## src/rtl/pio_out_handshake.sv

```systemverilog
// rtl/pio_out_handshake.sv - Avalon-MM write-side PIO with shadow register and valid/ack launch
// Optional feature macro: PIO_OUT_HANDSHAKE_IRQ_EN (done flag, irq enable, irq output)
module pio_out_handshake #(
    parameter int                    DATA_WIDTH  = 27,
    parameter logic [DATA_WIDTH-1:0] RESET_VALUE = '0
) (
    input  logic                  clk,
    input  logic                  reset_n,
    input  logic [2:0]            address,
    input  logic                  chipselect,
    input  logic                  write_n,
    input  logic [31:0]           writedata,
    output logic [31:0]           readdata,
    output logic [DATA_WIDTH-1:0] out_port,
    output logic                  out_valid,
`ifdef PIO_OUT_HANDSHAKE_IRQ_EN
    output logic                  irq,
`endif
    input  logic                  out_ack
);

    typedef enum logic {IDLE, BUSY} state_t;

    state_t                  state, state_next;
    logic [DATA_WIDTH-1:0]   shadow, shadow_next;
    logic [DATA_WIDTH-1:0]   wdata;
    logic                    pending, pending_next;
    logic                    overflow, overflow_next;
    logic                    autocommit;
    logic                    wr, commit, handshake, load, ovf_set, ovf_clr;
    logic [31:0]             rd_next;
    logic                    done, irq_en;
    wire                     unused_wd = &{1'b0, writedata};

    assign wdata     = writedata[DATA_WIDTH-1:0];
    assign wr        = chipselect && !write_n;
    assign out_valid = (state == BUSY);
    assign handshake = (state == BUSY) && out_ack;
    assign ovf_clr   = wr && (address == 3'd1) && writedata[1];
    assign commit    = (wr && (address == 3'd1) && writedata[0]) ||
                       (wr && autocommit && (address == 3'd0 || address == 3'd4 || address == 3'd5));

    always_comb begin
        shadow_next = shadow;
        if (wr) begin
            case (address)
                3'd0:    shadow_next = wdata;
                3'd4:    shadow_next = shadow | wdata;
                3'd5:    shadow_next = shadow & ~wdata;
                default: shadow_next = shadow;
            endcase
        end
    end

    // A commit landing on the handshake cycle behaves like a pending commit: back-to-back launch.
    always_comb begin
        state_next   = state;
        pending_next = pending;
        load         = 1'b0;
        ovf_set      = 1'b0;
        unique case (state)
            IDLE: begin
                if (commit) begin
                    load       = 1'b1;
                    state_next = BUSY;
                end
            end
            BUSY: begin
                if (out_ack) begin
                    if (pending || commit) begin
                        load         = 1'b1;
                        pending_next = 1'b0;
                    end else begin
                        state_next = IDLE;
                    end
                end else if (commit) begin
                    ovf_set      = pending;
                    pending_next = 1'b1;
                end
            end
        endcase
        overflow_next = (overflow && !ovf_clr) || ovf_set;
    end

    always_comb begin
        rd_next = 32'd0;
        case (address)
            3'd0:    rd_next = 32'(shadow);
            3'd1:    rd_next = {28'd0, done, pending, overflow, out_valid};
            3'd2:    rd_next = {30'd0, irq_en, autocommit};
            3'd3:    rd_next = 32'(out_port);
            default: rd_next = 32'd0;
        endcase
    end

    always_ff @(posedge clk or negedge reset_n) begin
        if (!reset_n) state <= IDLE;
        else          state <= state_next;
    end

    always_ff @(posedge clk or negedge reset_n) begin
        if (!reset_n) begin
            shadow     <= RESET_VALUE;
            out_port   <= RESET_VALUE;
            pending    <= 1'b0;
            overflow   <= 1'b0;
            autocommit <= 1'b0;
            readdata   <= 32'd0;
        end else begin
            shadow   <= shadow_next;
            pending  <= pending_next;
            overflow <= overflow_next;
            readdata <= rd_next;
            if (load)
                out_port <= shadow_next;
            if (wr && address == 3'd2)
                autocommit <= writedata[0];
        end
    end

`ifdef PIO_OUT_HANDSHAKE_IRQ_EN
    logic irq_q;

    // Set beats clear when a handshake and a CTRL bit2 write coincide.
    always_ff @(posedge clk or negedge reset_n) begin
        if (!reset_n) begin
            done   <= 1'b0;
            irq_en <= 1'b0;
            irq_q  <= 1'b0;
        end else begin
            if (handshake)
                done <= 1'b1;
            else if (wr && address == 3'd1 && writedata[2])
                done <= 1'b0;
            if (wr && address == 3'd2)
                irq_en <= writedata[1];
            irq_q <= done && irq_en;
        end
    end

    assign irq = irq_q;
`else
    assign done   = 1'b0;
    assign irq_en = 1'b0;
    wire unused_hs = handshake;
`endif

endmodule
```

## config.mk

```make
export PLATFORM = sky130hd
export DESIGN_NAME = pio_out_handshake
export DESIGN_NICKNAME = d
export VERILOG_FILES = /design/src/rtl/pio_out_handshake.sv
export SDC_FILE = /design/constraint.sdc
export NUM_CORES = 1
export LEC_CHECK = 0
export CAP_MARGIN = 20
export CORE_MARGIN = 2
export CORE_UTILIZATION = 40
export CTS_CLUSTER_SIZE = 12
export DETAILED_ROUTE_END_ITERATION = 12
export PLACE_DENSITY = 0.72
export SLEW_MARGIN = 20
export SYNTH_ARGS = -nofsm -noshare
export SYNTH_HDL_FRONTEND = slang
export SYNTH_SLANG_ARGS = --single-unit
export TNS_END_PERCENT = 20
```

## constraint.sdc

```tcl
create_clock -name clk -period 3.34 [get_ports clk]
set_input_delay 0.334 -clock clk [delete_from_list [all_inputs] [get_ports clk]]
set_output_delay 0.334 -clock clk [all_outputs]
set_load 0.01 [all_outputs]
```

==> results of run 1 <==
## where the power goes
part	switching (mW)	leakage (nW)	internal, mW	total (mW)
combinational	0.375	0.852	0.669	1.04
sequential	0.224	1.06	1.34	1.56
clock	0.396	0.0881	0.281	0.676
total	0.995	2.00	2.29	3.28
## layout by cell type (no fill, tap or decap)
cell type,n
sky130_fd_sc_hd__clkdlybuf4s50_1,87
sky130_fd_sc_hd__dfrtp_1,85
sky130_fd_sc_hd__mux2_2,28
sky130_fd_sc_hd__a221o_1,27
sky130_fd_sc_hd__nor4bb_1,26
sky130_fd_sc_hd__a22o_1,24
sky130_fd_sc_hd__clkbuf_8,9
sky130_fd_sc_hd__buf_4,8
sky130_fd_sc_hd__nor2_1,7
sky130_fd_sc_hd__conb_1,5
sky130_fd_sc_hd__mux2i_1,3
sky130_fd_sc_hd__a31oi_1,2
sky130_fd_sc_hd__nor2b_1,2
sky130_fd_sc_hd__nor3b_1,2
sky130_fd_sc_hd__nand3_1,2
sky130_fd_sc_hd__o21ai_0,2
sky130_fd_sc_hd__inv_6,2
sky130_fd_sc_hd__clkinvlp_4,2
sky130_fd_sc_hd__and3b_1,1
sky130_fd_sc_hd__nor3_2,1
sky130_fd_sc_hd__mux4_2,1
sky130_fd_sc_hd__nor4b_4,1
sky130_fd_sc_hd__and2b_1,1
sky130_fd_sc_hd__nand2b_1,1
sky130_fd_sc_hd__nand2_1,1
sky130_fd_sc_hd__or3b_4,1
sky130_fd_sc_hd__a32o_1,1
sky130_fd_sc_hd__inv_1,1
sky130_fd_sc_hd__o31ai_4,1
sky130_fd_sc_hd__a2bb2oi_1,1
sky130_fd_sc_hd__or4bb_1,1
sky130_fd_sc_hd__inv_8,1
sky130_fd_sc_hd__clkinv_4,1
sky130_fd_sc_hd__clkinv_2,1
sky130_fd_sc_hd__buf_6,1
sky130_fd_sc_hd__buf_2,1
## state kept, by name, indices dropped and copies added, names as in the netlist
register	count
autocommit	1
out_port	27
out_valid	1
overflow	1
pending	1
readdata	27
shadow	27
## per-layer routing
layer  track usage, %  vias to the layer above  part of all wire (%)
met5                0                        -                     0
met4            6.217                        0                  0.90
met3            3.901                        5                   4.4
met2            29.57                       71                    51
met1            23.99                     1327                    44
li1                 -                     1145                     -
## logic make-up (layout without fill, tap and decap cells)
kind of cell / count (synthesis) / count (layout) / synth area share (%)
other: 1 / 5 / 0.1046
buffers and inverters: 26 / 114 / 4.188
AOI/OAI and AO/OA: 58 / 58 / 15.15
muxes: 32 / 32 / 10.26
DFF: 85 / 85 / 59.34
and+or+nand+nor: 47 / 47 / 10.96
## worst paths after layout
| check | start | endpoint | slack [ns] | depth (start not counted) |
|---|---|---|---|---|
| setup / recovery | address[0] | out_port[16]$_DFFE_PN0P_ | 1.13 | 7 |
| hold / removal | reset_n | out_port[21]$_DFFE_PN0P_ | 0.02 | 1 |
| setup reg to reg | out_valid$_DFF_PN0_ | out_port[23]$_DFFE_PN0P_ | 1.67 | 4 |
| hold reg to reg | overflow$_DFF_PN0_ | overflow$_DFF_PN0_ | 0.51 | 1 |
| max in group asynchronous | reset_n | readdata[7]$_DFF_PN0_ | 2.79 | 1 |
| min in group clk | address[1] | readdata[1]$_DFF_PN0_ | 0.50 | 3 |
## worst reg2reg max path: stages (launching register included)
cell,delay [ns]
sky130_fd_sc_hd__dfrtp_1,0.46
sky130_fd_sc_hd__nor2b_1,0.21
sky130_fd_sc_hd__o31ai_4,0.19
sky130_fd_sc_hd__buf_4,0.32
sky130_fd_sc_hd__mux2_2,0.38
## area by class of cell
type	instances	area (µm²)	area share, %
tap	108	135.1	2.856
inverter	1	3.754	0.07934
sequential	85	2127	44.96
clock buffer	9	123.9	2.618
timing repair buffer	97	947.2	20.02
multi-input combinational	142	1336	28.25
clock inverter	7	57.56	1.217
==> results by stage, run 1 <==
Clock network:
- Counting along the longest clock path gives a buffer depth of 2.
- TritonCTS built the clock tree.
- The clock sink count is 85.
- The number of instances resized during post-cts repair is 0.
- After clock tree synthesis, the clock-pin slew on the worst setup and hold paths is 0.09 ns.
- The number of levels in the clock H-tree is 3.
- The clock latency on the worst-skew pair is around 0.36 ns.
- In this run, post-CTS hold repair placed 0 buffers.
- Buffers added to address setup during post-CTS repair amount to 0.
- The master cell of the clock root buffer is sky130_fd_sc_hd__clkbuf_8.
- Buffers inserted during clock tree synthesis total 9.

Routing:
- The number of DRC violations after detailed routing is 0.
- The final layout contains routed wiring with a total length of between 8000 and 9000 µm.
- After the first detailed-routing iteration, the DRC count stood at 95.
- Before antenna repair, the detailed router went through 4 iterations.
- The final route contains 2548 vias.
- After detailed routing, the average wire length per cell comes to 18.77 µm.
- Dividing the detail-routed via count by the number of cells gives 5.675.
- The number of routed nets with antenna violations is 0.

Synthesis:
- The unique cell type count in the Yosys netlist is 30.
- After synthesis, the cell types taking the most area are sky130_fd_sc_hd__dfrtp_1 59%, sky130_fd_sc_hd__mux2_2 8.8%, sky130_fd_sc_hd__a221o_1 7.5%, sky130_fd_sc_hd__nor4bb_1 7.3%, sky130_fd_sc_hd__a22o_1 5.9%.
- The synthesized netlist occupies a cell area of 3585 µm².
- The async set or reset register ratio after synthesis is 100.0%.
- In the synthesized netlist the dominant register cell turns out to be sky130_fd_sc_hd__dfrtp_1.
- The gate count of the mapped netlist is ~250.
- The average instance in the mapped netlist occupies ~14 µm².
- After synthesis, flip-flops and latches occupy 59.34% of the total area.
- Summed over all instances, the cell type with the most area after synthesis is sky130_fd_sc_hd__dfrtp_1.
- The commonest cells after synthesis are 85 x sky130_fd_sc_hd__dfrtp_1, 28 x sky130_fd_sc_hd__mux2_2, 27 x sky130_fd_sc_hd__a221o_1.
- The count of yosys warnings during synthesis is 0.
- The most common cell in the netlist is sky130_fd_sc_hd__dfrtp_1.
- The number of flip-flops and latches in the synthesized netlist is 85.
- The number of flops mapped to enable cells by yosys is 0.
- The portion of synthesized cell area occupied by the leading cell type is 59.34%.

STA:
- After routing, the total negative slack on setup checks comes to 0 ns.
- The hold violation count in the final report is 0.
- Across the routed clock network, the largest skew measured is 0.01246 ns.
- The count of final max-slew check failures was 0.
- In this run the tightest slew margin relative to its limit is 29.43%.
- Hold timing on the final database bottoms out at a slack of 0.02071 ns.
- The upper clock frequency limit is 0.4527 GHz.
- The transition time of the tightest slew-check pin is about 1.1 ns.
- The shortest period the worst path allows is 2.209 ns.
- Setup repair after global routing left no endpoint under its margin.
- The post-route worst setup slack is 1.131 ns.
- Setup violations remaining at the end of the flow were counted as 0.
- The share of the clock period used by the worst path after layout is 66.14%.

Power and ir drop:
- The highest ir drop seen on vdd is 341.8 µV.
- Dividing total power by cell area gives a power density of 693.7 nW/µm².
- The design draws 3.282 mW.
- The static power due to leakage is 2.001 nW.

Floorplan:
- Once the floorplan was initialized, standard cells occupied 41.10% of the core.
- Measured along the y axis, the die boundary spans around 99 µm.
- During I/O placement, the number of pins put on the boundary was 100.
- The floorplan step set the die width to 98.67 µm.
- The floorplan row count is 34.
- The total die area is 9735 µm².
- The region available for standard cell placement spans 8721 µm².

Worst setup path:
- The slowest stage of the critical path is the sky130_fd_sc_hd__clkdlybuf4s50_1 cell.
- On the critical path the largest part of the delay comes from buffers and inverters.
- Together, buffers and inverters on the worst path number 3.
- STA classifies the critical path startpoint as a primary input.
- The worst setup path is of the primary input to flop kind.
- For the worst setup path, the data arrival time is between 2 and 2.5 ns.
- On the worst path, the slowest cell contributes a delay of 0.40 ns.
- The largest fanout on the critical path is 17.
- The most numerous cell on the critical path is sky130_fd_sc_hd__buf_4.
- STA puts the critical path data required time at 3.58 ns.
- Walking the worst path, the cells encountered are clkdlybuf4s50_1 > buf_4 > and2b_1 > nand2b_1 > buf_4 > a221o_1 > mux2_2.
- STA classifies the critical path endpoint as a flop.

Placement:
- The placed instance count is about 430.
- During placement, the flow inserted port buffers numbering 89.
- The congestion estimate from routability-driven global placement came to 0.7374.
- The placement-stage worst setup slack is 0.7642 ns.
- The total placed instance area is 4546 µm².
- The wire-length estimate of the detail-placed layout is about 5300 µm.

Global routing:
- Global routing finished with a remaining overflow of 0.
- The largest net degree at the start of global routing is 86.
- The via count of the first global-routing pass is between 2000 and 3000.
- Global routing used 18.07% of the available tracks.
- The initial antenna violation count came to 0.
- The wire length of the first global-routing pass is 13810 µm.

Layout:
- 0 antenna diodes ended up in the layout.
- The area growth from synthesis to layout is 31.97%.
- At the end of the flow, the number of nets in the layout was 376.
- The design area is 4731 µm².
- Of the cells placed in the final design, the portion with a size suffix greater than 1 is 17.30%.
- The count of fill cells added during filler insertion is 778.
- After the flow finishes, the layout carries non-filler instances totaling roughly 450.
- Cells fill between 50% and 60% of the core in the end.

Flow run:
- Across the run, the number of max-cap violations was 0.

Run status:
- The run finished with clean final reports.

Hold path:
- The class of the tightest hold or removal check is primary input to async pin.
Note: power is estimated with default switching activity, not from simulation.
==> inputs of run 2 (changes only) <==
--- a/config.mk
+++ b/config.mk
@@ -10,7 +10,7 @@
 export CORE_UTILIZATION = 40
 export CTS_CLUSTER_SIZE = 12
 export DETAILED_ROUTE_END_ITERATION = 12
-export PLACE_DENSITY = 0.72
+export PLACE_DENSITY = 0.74
 export SLEW_MARGIN = 20
 export SYNTH_ARGS = -nofsm -noshare
 export SYNTH_HDL_FRONTEND = slang
==> constraint.sdc (replaced) <==
create_clock -name clk -period 1.8 [get_ports clk]
set_input_delay 0.18 -clock clk [delete_from_list [all_inputs] [get_ports clk]]
set_output_delay 0.18 -clock clk [all_outputs]
set_load 0.01 [all_outputs]
==> results by stage, run 2 (synthesis gave the netlist of run 1 again) <==
Run status:
- Result of the run: completed (unchanged).

Floorplan:
- The number of top-level pins is 100 (unchanged).
- The die span in x is 98.67 µm (unchanged).
- The effective utilization at floorplan was 41.10% (unchanged).
- The total die area is 9735 µm² (unchanged).
- The height of the die came to 98.67 µm (unchanged).
- The area of the core region is 8721 µm² (unchanged).
- The floorplan row count is 34 (unchanged).

STA:
- The final hold slack is 0.1780 ns (was 0.02071 ns).
- The final count of negative-setup-slack endpoints came to 0 (unchanged).
- For the finished layout, the period the worst path requires is 1.767 ns.
- The final-layout setup total negative slack is 0 ns (unchanged).
- The largest clock skew in the final design was 0.009534 ns (was 0.01246 ns).
- The post-route worst setup slack is 0.03322 ns (was 1.131 ns).
- The final critical path takes up 98.15% of the cycle.
- Setup repair after global routing missed its margin: true (was false).
- The hold violation count in the final report is 0 (unchanged).
- Timing would allow up to 0.5660 GHz.
- The count of final max-slew check failures is 0 (unchanged).

Clock network:
- The TritonCTS clock tree is done (unchanged).
- The total CTS buffers came to 9 (unchanged).
- The clock-pin slew of the registers on the worst-case setup and hold paths is 0.09 ns (about the same).
- The maximum root-to-sink buffer count is 2 (unchanged).
- The clock latency on the worst-skew pair came to 0.34 ns (was 0.36 ns).
- The master cell of the clock root buffer is sky130_fd_sc_hd__clkbuf_8 (unchanged).
- The clock sink count came to 85 (unchanged).
- The number of levels in the clock H-tree is 3 (unchanged).

Routing:
- The via density per instance is 5.654 (was 5.675).
- The number of routed nets with antenna violations is 0 (unchanged).
- The number of violations reported at the end of detailed-routing iteration 0 is 102 (was 95).
- The total detailed-routing wirelength is 8457 µm (was 8426 µm).
- The via count is 2646 (was 2548).
- The number of DRC violations after detailed routing came to 0 (unchanged).
- The detailed-router iteration count before antenna repair is 4 (unchanged).
- The average wire length per cell after detail routing was 18.07 µm (was 18.77 µm).

Power and ir drop:
- The internal power of the cells is 4.551 mW (was 2.287 mW).
- The power per cell area is 1277 nW/µm² (was 693.7 nW/µm²).
- The power share of the clock group came to 23.0% (was 20.6%).
- The share of total power in sequential cells is 45.8% (was 47.6%).
- The combinational fraction of design power is 31.2% (was 31.8%).
- The switching power share of the total is 28.34% (was 30.31%).
- The highest ir drop seen on vdd is 559.0 µV (was 341.8 µV).
- The net switching power is 1.800 mW (was 994.9 µW).
- The total chip power is 6.351 mW (was 3.282 mW).
- The static power due to leakage is 2.123 nW (was 2.001 nW).

Worst setup path:
- The worst setup path startpoint is address[1] (was address[0]).
- The critical path endpoint category is a flop (unchanged).
- The category of the most critical setup path is primary input to flop (unchanged).
- The type of origin of the critical path was a primary input (unchanged).
- The data arrival time of the worst path is 1.98 ns (was 2.45 ns).
- The largest fanout on the critical path is 14 (was 17).
- The critical path required time is 2.02 ns (was 3.58 ns).
- The beginning of the worst register-to-register path is out_valid$_DFF_PN0_ (unchanged).

Global routing:
- The largest net degree at the start of global routing is 52 (was 86).
- The initial antenna violation count was 0 (unchanged).
- The remaining global-route overflow is 0 (unchanged).
- The overall track demand over capacity in global routing is 17.91% (was 18.07%).
- The via count of the first global-routing pass is 2728 (was 2608).
- The wire length of the first global-routing pass is 13980 µm (was 13810 µm).

Layout:
- Most used cells in the layout excluding fill and tap cells: 88 x sky130_fd_sc_hd__clkdlybuf4s50_1, 85 x sky130_fd_sc_hd__dfrtp_1, 28 x sky130_fd_sc_hd__mux2_2 (was 87 x sky130_fd_sc_hd__clkdlybuf4s50_1, 85 x sky130_fd_sc_hd__dfrtp_1, 28 x sky130_fd_sc_hd__mux2_2).
- The design area is 4974 µm² (was 4731 µm²).
- The count of nets after finishing is 395 (was 376).
- The final design utilization is 57.03% (was 54.25%).
- The commonest non-fill, non-tap cell in the layout was sky130_fd_sc_hd__clkdlybuf4s50_1 (unchanged).
- The number of antenna cells inserted is 0 (unchanged).
- The area growth from synthesis to layout is 38.74% (was 31.97%).
- The final cell count without fillers is 468 (was 449).
- Largest registers ranked by flip-flop count: out_port (27), readdata (27), shadow (27) (unchanged).
- The fraction of layout cells with a size suffix above 1 is 20.56% (was 17.30%).

Placement:
- The total placed instance area is 4748 µm² (was 4546 µm²).
- The placer congestion estimate came to 0.7972 (was 0.7374).
- The detailed placer's ending HPWL is 5790 µm (was 5272 µm).
- The placement-stage worst setup slack is -0.3169 ns (was 0.7642 ns).
- The placed instance count came to 451 (was 433).
- The count of buffers inserted at the top-level ports is 89 (unchanged).

Flow run:
- The total of max-cap violations is 0 (unchanged).

Hold path:
- The class of the tightest hold or removal check is primary input to async pin (unchanged).
## run 2: cell types whose count changed in the layout (fill, tap and decap cells not counted), sizes merged
cell           before  now
buf                10   27
bufinv              0    2
clkbuf              9   11
clkdlybuf4s50      87   88
clkinv              2    0
dlygate4sd3         0    1
inv                 4    2
## run 2: final timing paths
check | to | slack (ns) | cells after the start
setup reg to reg | out_port[2]$_DFFE_PN0P_ | 0.22 | 4
min in group clk | shadow[7]$_DFF_PN0_ | 0.52 | 2
max in group asynchronous | shadow[15]$_DFF_PN0_ | 1.06 | 3
hold reg to reg | readdata[13]$_DFF_PN0_ | 0.52 | 1
hold / removal | readdata[24]$_DFF_PN0_ | 0.18 | 2
setup / recovery | out_port[2]$_DFFE_PN0P_ | 0.03 | 5
## run 2: final cells by class
cell class / instances / area [µm²]
Fill cell: 702 / 3747
Tap cell: 108 / 135.1
Timing Repair Buffer: 116 / 1156
Sequential cell: 85 / 2127
Multi-Input combinational cell: 142 / 1336
Clock inverter: 5 / 83.83
Clock buffer: 11 / 131.4
Inverter: 1 / 3.754
## run 2: metal layers
| layer | share of wire (%) | GRT usage, % |
|---|---|---|
| met1 | 45 | 25.28 |
| met3 | 5.1 | 3.546 |
| met5 | 0 | 0 |
| met2 | 49 | 29.04 |
| met4 | 0.69 | 3.793 |
## run 2: worst max-delay path, stage by stage
cell and delay, ns:
sky130_fd_sc_hd__clkdlybuf4s50_1 0.50, sky130_fd_sc_hd__or3b_4 0.45, sky130_fd_sc_hd__o31ai_4 0.20, sky130_fd_sc_hd__buf_4 0.28, sky130_fd_sc_hd__mux2_2 0.37
## run 2: repair_timing
action / CTS / global route
gates resized for setup: 0 / 0
hold buffers: 1 / 0
hold endpoints to repair: 85 / 0
buffers inserted: 0 / 0
endpoints found under the setup margin: 0 / 3
## run 2: power by group through the flow
stage	Combinational [mW]	Sequential, mW	Clock (mW)
floorplan	0.748	3.03	0
global placement	1.94	2.92	0
detailed placement	1.99	2.94	0
CTS	2.01	2.91	1.50
global route	2.11	3.00	1.57
finish	1.98	2.91	1.46
